==> src/rtl/perif_es_pkg.sv <==
// Shared address map and status-word layout for the perif_es memory-mapped I/O responder.
// Also provides the offset-to-region decode used by the top level.
package perif_es_pkg;

  localparam logic [3:0] OFF_OUT0 = 4'h0;
  localparam logic [3:0] OFF_OUT1 = 4'h1;
  localparam logic [3:0] OFF_OUT2 = 4'h2;
  localparam logic [3:0] OFF_OUT3 = 4'h3;
  localparam logic [3:0] OFF_FIFO = 4'h4;
  localparam logic [3:0] OFF_STAT = 4'h5;
  localparam logic [3:0] OFF_RAW  = 4'h6;

  localparam int STAT_NEMPTY = 0;
  localparam int STAT_FULL   = 1;
  localparam int STAT_CNT_LO = 2;
  localparam int STAT_CNT_HI = 4;
  localparam int STAT_UND    = 5;

  typedef enum logic [2:0] {
    R_NONE,
    R_OUT,
    R_FIFO,
    R_STAT,
    R_RAW
  } region_e;

  function automatic region_e decode_region(input logic [3:0] off);
    case (off)
      OFF_OUT0, OFF_OUT1, OFF_OUT2, OFF_OUT3: return R_OUT;
      OFF_FIFO: return R_FIFO;
      OFF_STAT: return R_STAT;
      OFF_RAW:  return R_RAW;
      default:  return R_NONE;
    endcase
  endfunction

endpackage

==> src/rtl/fifo_es.sv <==
// Synchronous FIFO with extra-bit pointers; head word is presented combinationally on dout.
// push/pop requests against a full/empty FIFO are ignored.
module fifo_es #(
  parameter int WIDTH = 16,
  parameter int DEPTH = 4
) (
  input  logic                     clk,
  input  logic                     reset,
  input  logic                     push,
  input  logic                     pop,
  input  logic [WIDTH-1:0]         din,
  output logic [WIDTH-1:0]         dout,
  output logic                     empty,
  output logic                     full,
  output logic [$clog2(DEPTH):0]   count
);

  localparam int AW = $clog2(DEPTH);

  logic [WIDTH-1:0] mem [DEPTH];
  logic [AW:0]      wr_ptr;
  logic [AW:0]      rd_ptr;
  logic             do_push;
  logic             do_pop;

  assign empty   = (wr_ptr == rd_ptr);
  assign full    = (wr_ptr[AW] != rd_ptr[AW]) && (wr_ptr[AW-1:0] == rd_ptr[AW-1:0]);
  assign count   = wr_ptr - rd_ptr;
  assign dout    = mem[rd_ptr[AW-1:0]];
  assign do_push = push && !full;
  assign do_pop  = pop && !empty;

  // NOTE: sequential state uses non-blocking (<=) so every flop samples pre-edge values.
  always_ff @(posedge clk or negedge reset) begin
    if (!reset) begin
      wr_ptr <= '0;
      rd_ptr <= '0;
    end else begin
      if (do_push) wr_ptr <= wr_ptr + 1'b1;
      if (do_pop)  rd_ptr <= rd_ptr + 1'b1;
    end
  end

  // NOTE: storage has no reset; contents are meaningless until written and the pointers gate reads.
  always_ff @(posedge clk) begin
    if (do_push) mem[wr_ptr[AW-1:0]] <= din;
  end

endmodule

==> src/rtl/perif_es.sv <==
// Memory-mapped I/O responder: four output registers, an input FIFO, a status word and a
// synchronised raw input. Reads are combinational; all side effects commit at the clock edge.
module perif_es
  import perif_es_pkg::*;
#(
  parameter int          WIDTH = 16,
  parameter int          DEPTH = 4,
  parameter logic [11:0] BASE  = 12'hFFF
) (
  input  logic                 clk,
  input  logic                 reset,
  input  logic [15:0]          direcciones,
  input  logic [WIDTH-1:0]     wdata,
  input  logic                 we,
  input  logic                 re,
  output logic [WIDTH-1:0]     datos,
  input  logic [WIDTH-1:0]     in_data,
  input  logic                 in_valid,
  output logic                 in_ready,
  input  logic [WIDTH-1:0]     in_raw,
  output logic [4*WIDTH-1:0]   out_ports
);

  localparam int CW = $clog2(DEPTH) + 1;

  logic             sel;
  logic [3:0]       off;
  region_e          region;
  logic             rd;
  logic             wr;

  logic [WIDTH-1:0] out_reg [4];
  logic             und;
  logic [WIDTH-1:0] sync1;
  logic [WIDTH-1:0] sync2;

  logic             fifo_push;
  logic             fifo_pop;
  logic             und_set;
  logic             und_clr;
  logic [WIDTH-1:0] fifo_dout;
  logic             fifo_empty;
  logic             fifo_full;
  logic [CW-1:0]    fifo_count;
  logic [WIDTH-1:0] status;

  assign sel    = (direcciones[15:4] == BASE);
  assign off    = direcciones[3:0];
  assign region = decode_region(off);
  assign rd     = sel && re;
  assign wr     = sel && we;

  // Ready drops while reset is held so the producer never sees a phantom accept.
  assign in_ready  = !fifo_full && reset;
  assign fifo_push = in_valid && in_ready;
  assign fifo_pop  = rd && (region == R_FIFO) && !fifo_empty;
  assign und_set   = rd && (region == R_FIFO) && fifo_empty;
  assign und_clr   = wr && (region == R_STAT);

  fifo_es #(
    .WIDTH (WIDTH),
    .DEPTH (DEPTH)
  ) u_fifo (
    .clk   (clk),
    .reset (reset),
    .push  (fifo_push),
    .pop   (fifo_pop),
    .din   (in_data),
    .dout  (fifo_dout),
    .empty (fifo_empty),
    .full  (fifo_full),
    .count (fifo_count)
  );

  always_ff @(posedge clk or negedge reset) begin
    if (!reset) begin
      for (int k = 0; k < 4; k++) out_reg[k] <= '0;
    end else if (wr && (region == R_OUT)) begin
      out_reg[off[1:0]] <= wdata;
    end
  end

  // A status write clears the sticky underflow even if an underflow arrives in the same cycle.
  always_ff @(posedge clk or negedge reset) begin
    if (!reset) begin
      und <= 1'b0;
    end else if (und_clr) begin
      und <= 1'b0;
    end else if (und_set) begin
      und <= 1'b1;
    end
  end

  always_ff @(posedge clk or negedge reset) begin
    if (!reset) begin
      sync1 <= '0;
      sync2 <= '0;
    end else begin
      sync1 <= in_raw;
      sync2 <= sync1;
    end
  end

  // NOTE: every combinational output gets a default first so no path can infer a latch.
  always_comb begin
    status                           = '0;
    status[STAT_NEMPTY]              = !fifo_empty;
    status[STAT_FULL]                = fifo_full;
    status[STAT_CNT_HI:STAT_CNT_LO]  = 3'(fifo_count);
    status[STAT_UND]                 = und;
  end

  always_comb begin
    datos = '0;
    if (rd) begin
      case (region)
        R_OUT:   datos = out_reg[off[1:0]];
        R_FIFO:  datos = fifo_empty ? '0 : fifo_dout;
        R_STAT:  datos = status;
        R_RAW:   datos = sync2;
        default: datos = '0;
      endcase
    end
  end

  for (genvar k = 0; k < 4; k++) begin : g_ports
    assign out_ports[k*WIDTH +: WIDTH] = out_reg[k];
  end

endmodule

==> config.mk <==
export PLATFORM = sky130hd
export DESIGN_NAME = perif_es
export DESIGN_NICKNAME = d
export VERILOG_FILES = /design/src/rtl/perif_es_pkg.sv /design/src/rtl/fifo_es.sv /design/src/rtl/perif_es.sv
export SDC_FILE = /design/constraint.sdc
export NUM_CORES = 1
export LEC_CHECK = 0
export BUFFER_PORTS_ARGS = -buffer_cell sky130_fd_sc_hd__buf_4
export CAP_MARGIN = 10
export CORE_MARGIN = 4
export CORE_UTILIZATION = 42
export CTS_BUF_LIST = sky130_fd_sc_hd__clkbuf_4 sky130_fd_sc_hd__clkbuf_8
export CTS_CLUSTER_SIZE = 30
export DETAILED_ROUTE_END_ITERATION = 8
export GPL_ROUTABILITY_DRIVEN = 1
export HOLD_SLACK_MARGIN = 0.12
export REMOVE_ABC_BUFFERS = 1
export SLEW_MARGIN = 0
export SYNTH_ARGS = -nofsm -noshare
export SYNTH_HDL_FRONTEND = slang
export SYNTH_SLANG_ARGS = --single-unit
==> constraint.sdc <==
create_clock -name clk -period 3.2 [get_ports clk]
set_input_delay 0.64 -clock clk [delete_from_list [all_inputs] [get_ports clk]]
set_output_delay 0.64 -clock clk [all_outputs]
set_load 0.005 [all_outputs]
==> impl_results.md <==
- CP Capture Type: primary output
- Period minus WS final: 2.97 ns
- Gr usage total: 18.7%
- Final WL: 16700 microns
- Number of port buffers: 149
- Row cnt: 46
- Mean Syn Cell Area: 17.7 sq um
- Setup-failing EPs final: 0
- #FFs+latches synth: 167
- DIE AREA: 18400 sq um
- Antenna Diode Count: 0
- IR drop worst, VDD: 0.258 mV
- Yosys Warn Count: 0
- Cell Area, Synth: 6840 sq um
- Vias in the first global route: 4346
- Initial Util: 42.9%
- Fmax: 336 MHz
- Share of cells above drive strength 1: 54.1%
- Setup CP Type: reg -> out
- Post-route ant nets: 0
- Post-synthesis sequential area ratio: 65.8%
- Largest net degree at the start of global routing: 68
- CP Max Fanout: 10
- Slew of the pin with the lowest slew margin: 0.864 ns
- Routed WL per cell: 21.3 microns
- Core Area: 15900 sq um
- Clock latency on the worst-skew pair: 0.46 ns
- Area delta synth->final: 27.2%
- Root Buffer: clkbuf_8
- Cts bufs inserted: 17
- RSZ-0062 raised after global routing: false
- Relative slew slack: 42.4%
- DRC: 0
- Initial DRC count: 226
- CTS tree: built
- Data arrival time of the critical path: 2.33 ns
- Worst-path clk slew: 0.09 ns
- Final Cell Area: 8700 sq um
- Fill cells: 1344
- Initial antenna violation count: 0
- Routed via count: 4089
- Fin. Hold Viols: 0
- Final-stage net count: 631
- Clock Skew: 0.0131 ns
- Post-CTS Setup Repair Bufs: 0
- Max-cap violations: 0
- First-pass GRT wire length: 25600 microns
- Die X: 136 microns
- Vias/cell: 5.22
- Setup crit start kind: register
- Total gr overflow: 0
- Height of the die: 136 microns
- Synth cell types: 37
- CTS sink cnt: 167
- Most frequent cells in the layout: buf_4, dfrtp_1, edfxtp_1
- HP Class: in -> reg
- Max-slew violations: 0
- Worst endpoint required time: 2.56 ns
- DP Area: 8260 sq um
- Most common cell after layout, fill and taps aside: buf_4
- Detail Placement HPWL: 12000 microns
- Cells after synthesis: 387
- TNS Setup: 0 ns
- Period utilisation layout: 92.9%
- Leakage power: 0.00387 uW
- Status: complete, no violations
- Clock buffer depth: 2
- H-Tree Level Count: 4
- DR pass1 iterations: 5
- # IOs: 150
- PwrDens: 503 nW/um^2
- Gpl congestion: 0.807
-- worst paths after layout --
check,from,slack [ns],cells after the start,endpoint
min,in_raw[11],0.29,1,sync1[11]
min reg2reg,sync1[12],0.35,0,sync2[12]
max in group asynchronous,reset,1.07,4,out_ports[54]
max reg2reg,u_fifo.wr_ptr[0],1.02,7,u_fifo.mem[1][10]
max,u_fifo.wr_ptr[0],0.23,8,datos[10]
min in group asynchronous,reset,0.61,2,sync1[2]
-- power by group --
group          internal, uW  switching (uW)  total [uW]
Clock                   752             811        1560
Combinational           174             237         410
Sequential             2350            47.5        2400
Total                  3280            1100        4370
-- flip-flops by register name, summed over array words and instances (netlist names) --
signal         flops
u_fifo.mem        64
und                1
sync1             16
sync2             16
out_ports         64
u_fifo.wr_ptr      3
u_fifo.rd_ptr      3
-- repair_timing --
action	4_1_cts	5_1_grt
resized for setup	0	3
hold buffers	1	0
setup endpoints to repair	0	9
hold endpoints to repair	6	0
-- worst max-delay path, cell delays in order (launching register included) --
cell,delay (ns)
dfrtp_1,0.43
inv_1,0.11
ha_1,0.32
nand2_2,0.13
o211a_4,0.24
buf_4,0.17
a22oi_1,0.08
a21oi_1,0.26
buf_4,0.16
-- metrics by stage --
| stage | setup slack (ns) | cells | util (%) | total power (uW) | hold WS, ns |
|---|---|---|---|---|---|
| final | 0.227 | 783 | 54.6 | 4370 | 0.289 |
| after global routing | 0.0458 | 783 | 54.6 | 4590 | 0.249 |
| after CTS | 0.0115 | 783 | 54.5 | 4430 | 0.255 |
| after detailed placement | 0.374 | 750 | 51.8 | 2860 | 0.339 |
| after global placement | 0.380 | 750 | 51.8 | 2840 | 0.333 |
| after floorplan | 0.148 | 366 | - | 2620 | 0.331 |
-- synth_stat cells --
| cell | number | area share [%] |
|---|---|---|
| nand4_1 | 5 | 0.46 |
| a22oi_1 | 16 | 1.8 |
| inv_1 | 6 | 0.33 |
| nor2b_1 | 1 | 0.091 |
| buf_4 | 1 | 0.11 |
| nand4b_2 | 1 | 0.22 |
| and4bb_1 | 1 | 0.18 |
| o221ai_1 | 1 | 0.13 |
| mux4_2 | 32 | 11 |
| nor4bb_1 | 1 | 0.15 |
| a21oi_1 | 15 | 1.1 |
| nor2_1 | 3 | 0.16 |
| dfrtp_1 | 103 | 38 |
| xnor2_1 | 5 | 0.64 |
| xor2_1 | 2 | 0.26 |
| fa_1 | 1 | 0.29 |
| edfxtp_1 | 64 | 28 |
| nor3_4 | 1 | 0.24 |
| buf_2 | 8 | 0.59 |
| and2_1 | 2 | 0.18 |
| o211ai_1 | 1 | 0.11 |
| buf_6 | 4 | 0.66 |
| mux2_4 | 10 | 2.2 |
| a222oi_1 | 1 | 0.15 |
| nor2_4 | 1 | 0.16 |
| clkbuf_1 | 7 | 0.38 |
| o211a_1 | 1 | 0.15 |
| nand4_2 | 2 | 0.37 |
| nand2_1 | 15 | 0.82 |
| a31oi_1 | 3 | 0.27 |
| clkbuf_2 | 1 | 0.073 |
| and3_1 | 3 | 0.27 |
| ha_1 | 7 | 1.3 |
| nor3b_2 | 1 | 0.18 |
| a2bb2oi_1 | 3 | 0.38 |
| nand3_1 | 2 | 0.15 |
| mux2_2 | 56 | 9.2 |
-- per-layer routing --
layer | track usage (%) | routed length (microns) | share of wire (%) | up-vias
li1 | - | - | - | 1820
met1 | 26.0 | 7350 | 44 | 2110
met2 | 29.8 | 8070 | 48 | 144
met3 | 4.57 | 1070 | 6.4 | 15
met4 | 5.04 | 194 | 1.2 | 0
met5 | 0 | 0 | 0 | -
-- final cells by class --
cell class	instances	area, sq um	share of cell area [%]
clock buffers	19	255	2.93
clock inverters	13	163	1.87
inverters	6	22.5	0.259
multi-input cells	193	2220	25.5
flip-flops and latches	167	4500	51.7
well taps	216	270	3.11
repair buffers	169	1270	14.6
-- cell families after synthesis --
logic type      count (synthesis)  synth area share (%)
flops                         167                  65.8
mux                            98                  21.9
compound gates                 41                  4.04
simple gates                   39                  3.64
buf+inv                        27                  2.14
fa+ha+maj                       8                  1.57
xor+xnor                        7                 0.896
No activity file was read; power rests on OpenSTA's default activity.
